[config.mk]
export PLATFORM = sky130hd
export DESIGN_NAME = chien_forney_flat
export DESIGN_NICKNAME = d
export VERILOG_FILES = /design/src/rtl/rs_pkg.sv /design/src/rtl/chien_forney_if.sv /design/src/rtl/gf_const_mul.sv /design/src/rtl/chien_forney.sv /design/src/flat_wrapper.sv
export SDC_FILE = /design/constraint.sdc
export NUM_CORES = 1
export LEC_CHECK = 0
export ABC_AREA = 1
export CORE_MARGIN = 2
export CORE_UTILIZATION = 57
export CTS_CLUSTER_DIAMETER = 60
export CTS_CLUSTER_SIZE = 24
export DETAILED_ROUTE_END_ITERATION = 16
export GPL_TIMING_DRIVEN = 0
export PLACE_DENSITY = 0.92
export SLEW_MARGIN = 5
export SYNTH_ARGS = -nofsm -noshare
export SYNTH_HDL_FRONTEND = slang
export SYNTH_SLANG_ARGS = --single-unit
[constraint.sdc]
create_clock -name CLK -period 4.25 [get_ports CLK]
set_input_delay 0.6375 -clock CLK [delete_from_list [all_inputs] [get_ports CLK]]
set_output_delay 0.6375 -clock CLK [all_outputs]
set_load 0.01 [all_outputs]
[src/rtl/rs_pkg.sv]
// rs_pkg -- shared GF(16) definitions for the RS(15,11), t=2 decoder back end.
//   Field: GF(2^4), primitive polynomial x^4+x+1, alpha = 2.
//   Provides: element type, code constants, the Chien term multipliers,
//   the decoder FSM state type, and the general GF multiply/inverse.
// No ports (package).
package rs_pkg;

    localparam int GF_W = 4;
    localparam logic [GF_W:0] PRIM_POLY = 5'b10011;   // x^4 + x + 1
    localparam int N = 15;
    localparam int K = 11;

    typedef logic [GF_W-1:0] gf_t;

    localparam gf_t ALPHA  = 4'h2;
    localparam gf_t ALPHA2 = 4'h4;

    // Chien term registers: 0 = G1*X, 1 = G2*X^2, 2 = O1*X.
    // Each step moves X from alpha^-j to alpha^-(j-1), i.e. multiplies X by alpha.
    localparam int  N_TERMS = 3;
    localparam gf_t TERM_COEF [N_TERMS] = '{ALPHA, ALPHA2, ALPHA};

    typedef enum logic [1:0] {
        IDLE  = 2'd0,
        SCAN  = 2'd1,
        FLUSH = 2'd2
    } state_t;

    // General GF(16) multiply: shift-and-add with reduction by PRIM_POLY.
    function automatic gf_t gf_mul(input gf_t a, input gf_t b);
        gf_t acc;
        gf_t sh;
        acc = '0;
        sh  = a;
        for (int i = 0; i < GF_W; i++) begin
            if (b[i]) begin
                acc = acc ^ sh;
            end
            sh = sh[GF_W-1] ? ({sh[GF_W-2:0], 1'b0} ^ PRIM_POLY[GF_W-1:0])
                            : {sh[GF_W-2:0], 1'b0};
        end
        return acc;
    endfunction

    // Inverse as a^14 = a^2 * a^4 * a^8; yields 0 for a = 0.
    function automatic gf_t gf_inv(input gf_t a);
        gf_t a2;
        gf_t a4;
        gf_t a8;
        a2 = gf_mul(a, a);
        a4 = gf_mul(a2, a2);
        a8 = gf_mul(a4, a4);
        return gf_mul(gf_mul(a2, a4), a8);
    endfunction

endpackage

[src/rtl/chien_forney_if.sv]
// chien_forney_if -- handshake and data bundle for the Chien search / Forney block.
//   in_valid/in_ready           : word handshake (accepted when both high)
//   Omega_0..1, Gamma_0..2      : normalized evaluator / locator coefficients
//   sym_valid, sym_idx, err_sym : one beat per codeword position, 14 down to 0
//   done, err_cnt, dec_fail     : end-of-word status, valid with the idx 0 beat
// Modports: slave = the decoder block, master = the producer/consumer side.
interface chien_forney_if;
    import rs_pkg::*;

    logic in_valid;
    logic in_ready;
    gf_t  Omega_0;
    gf_t  Omega_1;
    gf_t  Gamma_0;
    gf_t  Gamma_1;
    gf_t  Gamma_2;
    logic sym_valid;
    logic [3:0] sym_idx;
    gf_t  err_sym;
    logic done;
    logic [1:0] err_cnt;
    logic dec_fail;

    modport slave (
        input  in_valid, Omega_0, Omega_1, Gamma_0, Gamma_1, Gamma_2,
        output in_ready, sym_valid, sym_idx, err_sym, done, err_cnt, dec_fail
    );

    modport master (
        output in_valid, Omega_0, Omega_1, Gamma_0, Gamma_1, Gamma_2,
        input  in_ready, sym_valid, sym_idx, err_sym, done, err_cnt, dec_fail
    );

endinterface

[src/rtl/gf_const_mul.sv]
// gf_const_mul -- multiply a GF(16) element by a fixed coefficient.
//   Parameter COEF : constant multiplier (folds to an XOR network).
//   a (in 4)       : operand
//   y (out 4)      : a * COEF
module gf_const_mul
    import rs_pkg::*;
#(
    parameter gf_t COEF = ALPHA
) (
    input  gf_t a,
    output gf_t y
);

    assign y = gf_mul(a, COEF);

endmodule

[src/rtl/chien_forney.sv]
// chien_forney -- Chien search plus Forney magnitude for RS(15,11), t=2, b=1.
//   CLK (in 1) : rising-edge clock
//   RST (in 1) : synchronous active-high reset
//   cf         : chien_forney_if.slave (handshake, coefficients, symbol stream, status)
// A word is accepted in IDLE, scanned over 15 cycles (positions 14..0), and
// each position emerges two edges after it is evaluated. done/err_cnt/dec_fail
// accompany the idx 0 beat. Throughput is one word per 17 cycles.
// Optional feature: define DEC_FAIL_CHECK_EN to build the degree/consistency
// check driving dec_fail; otherwise dec_fail is tied low.
module chien_forney
    import rs_pkg::*;
(
    input  logic            CLK,
    input  logic            RST,
    chien_forney_if.slave   cf
);

    localparam logic [3:0] IDX_FIRST = 4'(N - 1);

    state_t state_reg, state_next;

    logic       accept;
    logic       scan;

    logic [3:0] idx_reg;
    gf_t        g0_reg;
    gf_t        o0_reg;
    gf_t        ginv_reg;

    gf_t        term_reg [N_TERMS];
    gf_t        term_in  [N_TERMS];
    gf_t        term_src [N_TERMS];
    gf_t        term_mul [N_TERMS];

    gf_t        lambda;
    gf_t        mag;
    logic       hit;

    // evaluation stage
    logic       a_valid_reg;
    logic [3:0] a_idx_reg;
    logic       a_hit_reg;
    gf_t        a_sym_reg;

    // output stage
    logic       sym_valid_reg;
    logic [3:0] sym_idx_reg;
    gf_t        err_sym_reg;
    logic       done_reg;
    logic [1:0] cnt_reg;
    logic [1:0] cnt_next;

    assign accept = (state_reg == IDLE) && cf.in_valid;
    assign scan   = (state_reg == SCAN);

    // ---------------- FSM ----------------
    always_ff @(posedge CLK) begin
        if (RST) begin
            state_reg <= IDLE;
        end else begin
            state_reg <= state_next;
        end
    end

    always_comb begin
        state_next = state_reg;
        case (state_reg)
            IDLE:    if (cf.in_valid) state_next = SCAN;
            SCAN:    if (idx_reg == '0) state_next = FLUSH;
            FLUSH:   state_next = IDLE;
            default: state_next = IDLE;
        endcase
    end

    // ---------------- term multipliers ----------------
    // In IDLE the multipliers see the incoming coefficients, so the load value
    // is already X = alpha^-14 = alpha^1; during SCAN they advance the registers.
    assign term_in[0] = cf.Gamma_1;
    assign term_in[1] = cf.Gamma_2;
    assign term_in[2] = cf.Omega_1;

    generate
        for (genvar gi = 0; gi < N_TERMS; gi++) begin : g_term
            assign term_src[gi] = (state_reg == IDLE) ? term_in[gi] : term_reg[gi];

            gf_const_mul #(
                .COEF (TERM_COEF[gi])
            ) u_mul (
                .a (term_src[gi]),
                .y (term_mul[gi])
            );
        end
    endgenerate

    // Lambda(X) = G0 + G1 X + G2 X^2 ; e = (O0 + O1 X) * inv(G1)
    assign lambda = g0_reg ^ term_reg[0] ^ term_reg[1];
    assign hit    = (lambda == '0);
    assign mag    = gf_mul(o0_reg ^ term_reg[2], ginv_reg);

    always_comb begin
        cnt_next = cnt_reg;
        if (a_hit_reg && (cnt_reg != 2'd3)) begin
            cnt_next = cnt_reg + 2'd1;
        end
    end

    // ---------------- datapath ----------------
    always_ff @(posedge CLK) begin
        if (RST) begin
            idx_reg       <= '0;
            g0_reg        <= '0;
            o0_reg        <= '0;
            ginv_reg      <= '0;
            for (int i = 0; i < N_TERMS; i++) begin
                term_reg[i] <= '0;
            end
            a_valid_reg   <= 1'b0;
            a_idx_reg     <= '0;
            a_hit_reg     <= 1'b0;
            a_sym_reg     <= '0;
            sym_valid_reg <= 1'b0;
            sym_idx_reg   <= '0;
            err_sym_reg   <= '0;
            done_reg      <= 1'b0;
            cnt_reg       <= '0;
        end else begin
            if (accept) begin
                idx_reg  <= IDX_FIRST;
                g0_reg   <= cf.Gamma_0;
                o0_reg   <= cf.Omega_0;
                ginv_reg <= gf_inv(cf.Gamma_1);
            end else if (scan && (idx_reg != '0)) begin
                idx_reg  <= idx_reg - 4'd1;
            end

            if (accept || scan) begin
                for (int i = 0; i < N_TERMS; i++) begin
                    term_reg[i] <= term_mul[i];
                end
            end

            a_valid_reg   <= scan;
            a_idx_reg     <= scan ? idx_reg : '0;
            a_hit_reg     <= scan && hit;
            a_sym_reg     <= (scan && hit) ? mag : '0;

            sym_valid_reg <= a_valid_reg;
            sym_idx_reg   <= a_idx_reg;
            err_sym_reg   <= a_sym_reg;
            done_reg      <= a_valid_reg && (a_idx_reg == '0);

            if (accept) begin
                cnt_reg <= '0;
            end else if (a_valid_reg) begin
                cnt_reg <= cnt_next;
            end
        end
    end

    // ---------------- decode-failure check ----------------
`ifdef DEC_FAIL_CHECK_EN
    logic [1:0] deg_reg;
    logic       fail_static_reg;
    logic       dec_fail_reg;

    always_ff @(posedge CLK) begin
        if (RST) begin
            deg_reg         <= '0;
            fail_static_reg <= 1'b0;
            dec_fail_reg    <= 1'b0;
        end else begin
            if (accept) begin
                deg_reg <= (cf.Gamma_2 != '0) ? 2'd2 :
                           (cf.Gamma_1 != '0) ? 2'd1 : 2'd0;
                // G1 = 0 with G2 != 0 has a repeated root: not correctable.
                fail_static_reg <= (cf.Gamma_0 != 4'h1) ||
                                   ((cf.Gamma_1 == '0) && (cf.Gamma_2 != '0));
            end
            dec_fail_reg <= a_valid_reg && (a_idx_reg == '0) &&
                            (fail_static_reg || (cnt_next != deg_reg));
        end
    end

    assign cf.dec_fail = dec_fail_reg;
`else
    assign cf.dec_fail = 1'b0;
`endif

    assign cf.in_ready  = (state_reg == IDLE);
    assign cf.sym_valid = sym_valid_reg;
    assign cf.sym_idx   = sym_idx_reg;
    assign cf.err_sym   = err_sym_reg;
    assign cf.done      = done_reg;
    assign cf.err_cnt   = cnt_reg;

endmodule

[src/flat_wrapper.sv]
// flat-port wrapper written by rule: the top's interface ports become plain ports
module chien_forney_flat import rs_pkg::*;
  (CLK, RST, cf_in_valid, cf_Omega_0, cf_Omega_1, cf_Gamma_0, cf_Gamma_1, cf_Gamma_2, cf_in_ready, cf_sym_valid, cf_sym_idx, cf_err_sym, cf_done, cf_err_cnt, cf_dec_fail);
  chien_forney_if cf_i ();
  input  logic CLK;
  input  logic RST;
  input wire logic [$bits(cf_i.in_valid)-1:0] cf_in_valid;
  input wire logic [$bits(cf_i.Omega_0)-1:0] cf_Omega_0;
  input wire logic [$bits(cf_i.Omega_1)-1:0] cf_Omega_1;
  input wire logic [$bits(cf_i.Gamma_0)-1:0] cf_Gamma_0;
  input wire logic [$bits(cf_i.Gamma_1)-1:0] cf_Gamma_1;
  input wire logic [$bits(cf_i.Gamma_2)-1:0] cf_Gamma_2;
  output wire logic [$bits(cf_i.in_ready)-1:0] cf_in_ready;
  output wire logic [$bits(cf_i.sym_valid)-1:0] cf_sym_valid;
  output wire logic [$bits(cf_i.sym_idx)-1:0] cf_sym_idx;
  output wire logic [$bits(cf_i.err_sym)-1:0] cf_err_sym;
  output wire logic [$bits(cf_i.done)-1:0] cf_done;
  output wire logic [$bits(cf_i.err_cnt)-1:0] cf_err_cnt;
  output wire logic [$bits(cf_i.dec_fail)-1:0] cf_dec_fail;
  assign cf_i.in_valid = cf_in_valid;
  assign cf_i.Omega_0 = cf_Omega_0;
  assign cf_i.Omega_1 = cf_Omega_1;
  assign cf_i.Gamma_0 = cf_Gamma_0;
  assign cf_i.Gamma_1 = cf_Gamma_1;
  assign cf_i.Gamma_2 = cf_Gamma_2;
  assign cf_in_ready = cf_i.in_ready;
  assign cf_sym_valid = cf_i.sym_valid;
  assign cf_sym_idx = cf_i.sym_idx;
  assign cf_err_sym = cf_i.err_sym;
  assign cf_done = cf_i.done;
  assign cf_err_cnt = cf_i.err_cnt;
  assign cf_dec_fail = cf_i.dec_fail;
  chien_forney u_core (.CLK(CLK), .RST(RST), .cf(cf_i));
endmodule
==> results of run 1 <==
==> final timing paths <==
path / slack (ns) / startpoint / end
setup reg to reg: 1.98 / u_core.state_reg[0]$_SDFFE_PP0P_ / u_core.a_sym_reg[3]$_SDFF_PP0_
setup / recovery: 0.46 / cf_Gamma_1[1] / u_core.ginv_reg[0]$_SDFFE_PP0P_
hold / removal: 0.42 / u_core.a_sym_reg[0]$_SDFF_PP0_ / u_core.cf.err_sym[0]$_SDFF_PP0_
hold reg to reg: 0.42 / u_core.a_sym_reg[0]$_SDFF_PP0_ / u_core.cf.err_sym[0]$_SDFF_PP0_
==> cell families after synthesis <==
group,count (synthesis)
other cells,1
fa+ha+maj,10
buf+inv,88
simple gates,232
flops,52
mux,5
compound gates,53
xor+xnor,31
==> metal layers <==
| layer | vias up | share of wire [%] | GRT usage [%] |
|---|---|---|---|
| met5 | - | 0 | 0 |
| met2 | 87 | 50 | 43.8 |
| met1 | 1395 | 43 | 26.8 |
| li1 | 1563 | - | - |
| met3 | 27 | 4.0 | 3.60 |
| met4 | 0 | 2.8 | 11.7 |
==> final cells by class <==
| type | instances | share of cell area (%) |
|---|---|---|
| Multi-Input combinational cell | 332 | 47.4 |
| Sequential cell | 52 | 29.9 |
| Timing Repair Buffer | 35 | 9.16 |
| Inverter | 81 | 7.90 |
| Tap cell | 72 | 2.32 |
| Clock buffer | 5 | 1.77 |
| Buffer | 7 | 0.903 |
| Clock inverter | 3 | 0.581 |
==> power breakdown <==
group / total, mW / internal (mW) / switching, mW / leakage [nW]
Combinational: 0.852 / 0.317 / 0.535 / 1.37
Clock: 0.287 / 0.118 / 0.169 / 0.0485
Sequential: 0.595 / 0.562 / 0.0324 / 0.458
==> through the flow <==
step	TNS (ns)	area, um2	worst slack, ns	total power [mW]	instances
global placement	0	3770	0.0489	1.39	579
finish	0	3880	0.457	1.73	587
floorplan	0	3330	0.910	1.27	472
global route	0	3880	0.126	1.87	587
detailed placement	-0.303	3770	-0.136	1.44	579
CTS	0	3860	0.183	1.72	587
==> worst max-delay path: stages <==
cell             delay (ns)
clkdlybuf4s50_1        0.55
buf_4                  0.20
inv_2                  0.05
nand2_1                0.05
nand2_1                0.07
inv_1                  0.05
nand2_1                0.07
nand2_2                0.11
inv_1                  0.07
ha_2                   0.39
inv_1                  0.11
nand2_1                0.10
nand3_1                0.07
nand2_1                0.08
nand2_2                0.08
nand3_2                0.12
nand2_2                0.11
xnor2_1                0.33
nand2_1                0.12
xor2_1                 0.18
xnor2_1                0.23
nand2_1                0.08
nand2_1                0.06
o22ai_1                0.06
==> cell usage in the layout (no fill, tap or decap), types with 2 or more instances in the layout <==
master	n
clkbuf_8	5
nor2_2	3
nand4_1	3
edfxtp_1	12
xnor2_1	16
mux2i_1	3
nand3_2	5
mux2_2	2
o21a_1	3
o21ai_1	3
buf_4	2
clkdlybuf4s50_1	33
dlymetal6s2s_1	2
nand2_1	108
nand3_1	30
nand2_2	16
xor2_1	14
o21ai_0	19
ha_1	8
or2_1	3
a21oi_1	17
nor3_1	5
a22o_1	5
nand2_4	3
o21ai_2	3
inv_2	7
dfxtp_1	40
inv_1	73
nor2_1	52
clkbuf_1	3
==> synthesized netlist by cell type, types with 2 or more instances <==
cell type and instances:
nand3_1 30, o21ai_2 3, a21oi_1 17, nor2_1 52, or2_1 3, nand2_4 3, xor2_1 14, nand4_1 3
nor2_2 3, mux2i_1 3, o21a_1 3, inv_1 73, nand2_2 16, buf_4 2, o21ai_0 19, nand3_2 5
dfxtp_1 40, inv_2 7, nor3_1 5, a22o_1 5, nand2_1 108, mux2_2 2, xnor2_1 16, edfxtp_1 12
clkbuf_1 3, ha_1 10, o21ai_1 3
==> results.json, run 1 <==
{
  "min_period_over_period_pct": 89.2,
  "overflow": 0,
  "syn_inst": 472,
  "multi_input_comb_area_um2": 1840,
  "dp_hpwl_um": 5660,
  "synth_xor_area_share_pct": 8.39,
  "vias": 3072,
  "syn_avg_cell_area_um2": 7.05,
  "dr.first_iter.drc_count": 197,
  "hp-class": "reg2reg",
  "tritoncts": "built",
  "fp-row-count": 27,
  "avgRoutedWirePerCell_um": 12.4,
  "outcome": "complete, no violations",
  "avgViaCountPerCell": 5.23,
  "core_area_um2": 5570,
  "postLayoutCoreUtil_pct": 69.6,
  "ant_nets": 0,
  "first_pass_iters": 4,
  "synth_top_area_cell": "dfxtp_1",
  "die_h_um": 80.4,
  "cts_buffer_depth": 2,
  "numCtsBuffers": 5,
  "hold_buffers": 0,
  "clkSlewWorstSetupHoldPaths_ns": 0.09,
  "cts_resized": 0,
  "nets": 547,
  "nFillCells": 420,
  "crit_type": "in2reg",
  "place.gp.congestion": 0.891,
  "drc_errors": 0,
  "async_reset_ff_share_pct": 0,
  "synth_top_area_share_pct": 24.1,
  "die_x_um": 80.4,
  "syn_to_final_growth_pct": 16.6,
  "drt_wl_total_um": 7270,
  "grt_start_max_net_pins": 18,
  "floorplan.initialDensity_pct": 59.7,
  "period_minus_slack_ns": 3.79,
  "grtUsageTotal_pct": 23.9,
  "synth-adder-area-share_pct": 3.76,
  "die_area_um2": 6460,
  "drv_cap": 0,
  "synth_compound_area_share_pct": 9.36,
  "tightest_slew_ns": 0.606,
  "ioPinCount": 37,
  "grt_pass1_vias": 2977,
  "yosysWarnings": 0,
  "relSlewSlack_pct": 59.2,
  "power_leakage_nw": 1.87,
  "yosysSeqAreaShare_pct": 34.9,
  "finClkSkew_ns": 0.00634,
  "timing.hold.ws_ns": 0.421,
  "finalSetupViolCount": 0,
  "synth-simple-area-share_pct": 31.6,
  "synthFlopType": "dfxtp_1",
  "path_max_fanout": 10,
  "synth_top_family_by_area": "simple AND/OR/NAND/NOR gates",
  "final_layout_size_suffix_gt1_share_pct": 10.9,
  "startpoint_type": "input pin",
  "p_per_area_nw_per_um2": 447,
  "postSynthNetCount": 505,
  "largest_reg_flops": 12,
  "synth_edf_count": 12,
  "max-vdd-ir-drop_uv": 301,
  "antennaDiodeCount": 0,
  "worstPathRequired_ns": 4.45,
  "rsz0062_at_grt": "no",
  "hold_violations": 0,
  "ys_seq_elements": 52,
  "cts_max_level": 2,
  "r2r_cells": 10,
  "ys_types": 39,
  "final_max_slew_viol_count": 0,
  "yosys-mux-area-fraction_pct": 1.58,
  "ctsRootBufferMaster": "clkbuf_8",
  "clk_latency_ns": 0.31,
  "clock-sinks": 52,
  "synth_area_um2": 3330,
  "fmax_ghz": 0.264,
  "seqCellArea_um2": 1160,
  "hold_depth": 2,
  "cp_data_arrival_time_ns": 3.99,
  "grt_first_pass_wirelength_um": 12300,
  "cts_setup_buffers": 0,
  "antenna_found_initial": 0,
  "synth_area_leaders": "dfxtp_1 24%, nand2_1 12%, edfxtp_1 11%",
  "numPortBuffers": 35,
  "cp-end-kind": "register"
}
(Power assumes the default switching activity.)
==> run 2: changes to the inputs <==
- SLEW_MARGIN: 5 -> default
==> results of run 2 <==
The final DEF is identical to that of run 1; final timing and power are the same.
==> RTL edit 1: new RTL, config.mk and constraints of run 2 <==
Add a define of `DEC_FAIL_CHECK_EN`.
--- a/src/rtl/chien_forney.sv
+++ b/src/rtl/chien_forney.sv
@@ -7,6 +7,8 @@
 // accompany the idx 0 beat. Throughput is one word per 17 cycles.
 // Optional feature: define DEC_FAIL_CHECK_EN to build the degree/consistency
 // check driving dec_fail; otherwise dec_fail is tied low.
+`define DEC_FAIL_CHECK_EN
+
 module chien_forney
     import rs_pkg::*;
 (
Function: same outputs for any inputs over 4 cycles, from zero or initial values and one cycle with RST high; that may be too few to reach the edited logic, so the function may still have changed.
==> RTL edit 1 against run 2 <==
Setup slack improved by 0.0095 ns; sequential share of layout area decreased by 0.22 points; cell area increased by 7.7%; sequential power grew 8.1%; global-route usage shrank 1.1 points; sequential cell count grew 4; final cell count rose by 8.3%; wire length increased by 5.6%; area after synthesis grew 8.5%; total power rose by 8.2%; largest cell class unchanged.
==> RTL edit 1: results (changes against run 2) <==
----------------------------------------------------
[Synthesis]
  Xor/xnor cell area share of the yosys netlist ... 0.0846 (was 0.0839)
  Leading post-synthesis cells by cell area ... sky130_fd_sc_hd__dfxtp_1 (24%), sky130_fd_sc_hd__nand2_1 (13%), sky130_fd_sc_hd__edfxtp_1 (10%) (was sky130_fd_sc_hd__dfxtp_1 (24%), sky130_fd_sc_hd__nand2_1 (12%), sky130_fd_sc_hd__edfxtp_1 (11%))
  Post-synthesis share of cell area spent on full adders, half adders and majority gates ... 0.0416 (was 0.0376)
  List of most frequent post-synthesis cells ... sky130_fd_sc_hd__nand2_1 (128), sky130_fd_sc_hd__inv_1 (79), sky130_fd_sc_hd__nor2_1 (53) (was sky130_fd_sc_hd__nand2_1 (108), sky130_fd_sc_hd__inv_1 (73), sky130_fd_sc_hd__nor2_1 (52))
  Share of the synthesized area in compound gates (AO/OA/AOI/OAI) ... 0.0940 (was 0.0936)
  Proportion of synthesized area in mux cells ... 0.0177 (was 0.0158)
  Synthesized Nets ... 552 (was 505)

[Setup path]
  R2R cell count ... 9 (was 10)
  Destination of the worst register-to-register timing path ... u_core.a_sym_reg[1] (was u_core.a_sym_reg[3])
  Reg-to-reg setup timing slack ... 1.82 ns (was 1.98 ns)
  Longest individual stage delay on the worst path ... 0.52 ns (was 0.55 ns)

[GRT]
  M2 GR Usage ... 0.414 (was 0.438)
  Met3 demand-to-capacity share in global routing ... 0.0356 (was 0.0360)
  Number of global-route vias before repair ... 3156 (was 2977)
  Grt met1 use ... 0.266 (was 0.268)
  First-pass GRT wire length ... 13.5 mm (was 12.3 mm)

[Final layout]
  Net count of the finished layout ... 595 (was 547)
  Buffer share of cell area ... 0.0992 (was 0.101)
  Area used by multi-input combinational logic ... 1990 um^2 (was 1840 um^2)

[Drt]
  DR vias ... 3337 (was 3072)
  Met1 routed wirelength after detailed routing ... 3.17 mm (was 3.11 mm)
  Drt first pass iters ... 5 (was 4)
  Met3 Wirelength ... 375 um (was 292 um)

[Floorplanning]
  Count of standard-cell rows ... 28 (was 27)

[Place]
  Sum of net half-perimeters after detailed placement ... 6.02 mm (was 5.66 mm)
  Number of buffers added on ports ... 36 (was 35)

[Pwr]
  Power consumed by combinational cells ... 0.904 mW (was 0.852 mW)
  P per Cell Area ... 449 nW/um^2 (was 447 nW/um^2)

[Timing]
  Worst-Margin Slew ... 0.918 ns (was 0.606 ns)

[Outcome]
  Status ... finished clean (unchanged)

----------------------------------------------------
[RTL edit 1: how the worst max path moves through the flow]
stage,startpoint,endpoint,depth (start not counted)
6_report,cf_Gamma_1[1],u_core.ginv_reg[1],30
5_1_grt,cf_Gamma_1[1],u_core.ginv_reg[1],30
4_1_cts,cf_Gamma_1[3],u_core.ginv_reg[1],31
3_5_place_dp,cf_Gamma_1[3],u_core.ginv_reg[1],31
3_3_place_gp,cf_Gamma_1[3],u_core.ginv_reg[3],23
2_1_floorplan,cf_Gamma_1[0],u_core.ginv_reg[2],26
[RTL edit 1: per-stage QoR]
| stage | setup WS (ns) | util | setup TNS, ns | hold WS, ns |
|---|---|---|---|---|
| floorplan | 0.819 | - | 0 | 0.388 |
| global placement | -0.0894 | 0.674 | -0.242 | 0.392 |
| detailed placement | -0.174 | 0.674 | -0.599 | 0.399 |
| CTS | 0.151 | 0.692 | 0 | 0.413 |
| global route | 0.0146 | 0.693 | 0 | 0.431 |
| finish | 0.467 | 0.693 | 0 | 0.412 |
==> RTL edit 2: new RTL, settings of run 2 <==
Without the edit above. Re-encode `state_t` (3 states) as one-hot, 3 bits wide.
--- a/src/rtl/rs_pkg.sv
+++ b/src/rtl/rs_pkg.sv
@@ -20,10 +20,10 @@
     localparam int  N_TERMS = 3;
     localparam gf_t TERM_COEF [N_TERMS] = '{ALPHA, ALPHA2, ALPHA};
 
-    typedef enum logic [1:0] {
-        IDLE  = 2'd0,
-        SCAN  = 2'd1,
-        FLUSH = 2'd2
+    typedef enum logic [2:0] {
+        IDLE  = 3'b001,
+        SCAN  = 3'b010,
+        FLUSH = 3'b100
     } state_t;
 
     // General GF(16) multiply: shift-and-add with reduction by PRIM_POLY.
Check against the original RTL: same outputs for any inputs over 4 cycles, from zero or initial values and one cycle with RST high; so few cycles prove little.
==> RTL edit 2 against run 2 <==
Setup slack got worse by 0.071 ns; sequential cell count is 1 higher; area after synthesis is 2.9% higher; largest power group unchanged; count of clock-buffer cells in the layout up 1; clock power down 2%; critical path type unchanged; cell area up 2.1%; highest routed layer unchanged; total power increased by 36%; via count is 2.5% higher; wire length is essentially flat.
==> RTL edit 2: results (changes against run 2) <==
----------------------------------------------------
[Outcome]
  Status ... finished clean (unchanged)

[Synthesis]
  Seq/Total Area, Yosys ... 0.345 (was 0.349)
  Leading post-synthesis cells by cell area ... sky130_fd_sc_hd__dfxtp_1 (24%), sky130_fd_sc_hd__nand2_1 (15%), sky130_fd_sc_hd__edfxtp_1 (11%) (was sky130_fd_sc_hd__dfxtp_1 (24%), sky130_fd_sc_hd__nand2_1 (12%), sky130_fd_sc_hd__edfxtp_1 (11%))
  Proportion of synthesized area in mux cells ... 0 (was 0.0158)

[Drt]
  Number of vias per cell after detailed routing ... 5.29 (was 5.23)
  Drt initial violations ... 227 (was 197)
  Drt first pass iters ... 7 (was 4)

[GRT]
  Number of global-route vias before repair ... 2905 (was 2977)
  M2 GR Usage ... 0.425 (was 0.438)
  Met3 demand-to-capacity share in global routing ... 0.0297 (was 0.0360)

[Final layout]
  Area used by multi-input combinational logic ... 1960 um^2 (was 1840 um^2)
  Buffers excl. clock ... 43 (was 42)
  Buffer share of cell area ... 0.101 (about the same)
  Fill cell total of the finished layout ... 471 (was 420)
  Post-route cell area ... 3960 um^2 (was 3880 um^2)
  Flip-flop and latch area ... 1180 um^2 (was 1160 um^2)
  Clk cell area share ... 0.0218 (was 0.0235)
  Net count of the finished layout ... 553 (was 547)

[Timing]
  Layout Skew ... 0.00827 ns (was 0.00634 ns)
  Worst hold-check slack ... 0.408 ns (was 0.421 ns)
  Achievable clock frequency ... 0.259 GHz (was 0.264 GHz)

[Place]
  GP Congestion ... 0.929 (was 0.891)
  Pre-CTS setup slack ... -0.219 ns (was -0.136 ns)

[Setup path]
  Reg-to-reg setup timing slack ... 1.23 ns (was 1.98 ns)
  Crit path to ... u_core.ginv_reg[1] (was u_core.ginv_reg[0])
  R2R cell count ... 9 (was 10)
  Arrival time at the worst endpoint ... 4.07 ns (was 3.99 ns)

[Pwr]
  Leakage power summed over all cells ... 1.83 nW (was 1.87 nW)
  Comb pwr share ... 0.567 (was 0.491)

----------------------------------------------------
RTL edit 2: changes by cell type after synthesis, moves of 3 or more:
cell / change
sky130_fd_sc_hd__a21oi_1: +3
sky130_fd_sc_hd__xor2_2: +3
sky130_fd_sc_hd__o21a_1: -3
sky130_fd_sc_hd__nand4_1: +3
sky130_fd_sc_hd__or2_2: +3
sky130_fd_sc_hd__nor2_1: -4
sky130_fd_sc_hd__inv_1: -22
sky130_fd_sc_hd__nand2_4: +3
sky130_fd_sc_hd__nand2_1: +25
sky130_fd_sc_hd__mux2i_1: -3
sky130_fd_sc_hd__nand3b_1: +3
sky130_fd_sc_hd__nand2_2: -4
RTL edit 2: tightest hold or removal path, cell delays in order, from the launching register on:
cell and delay [ns]:
sky130_fd_sc_hd__dfxtp_1 0.31, sky130_fd_sc_hd__inv_1 0.04, sky130_fd_sc_hd__nor2_1 0.03
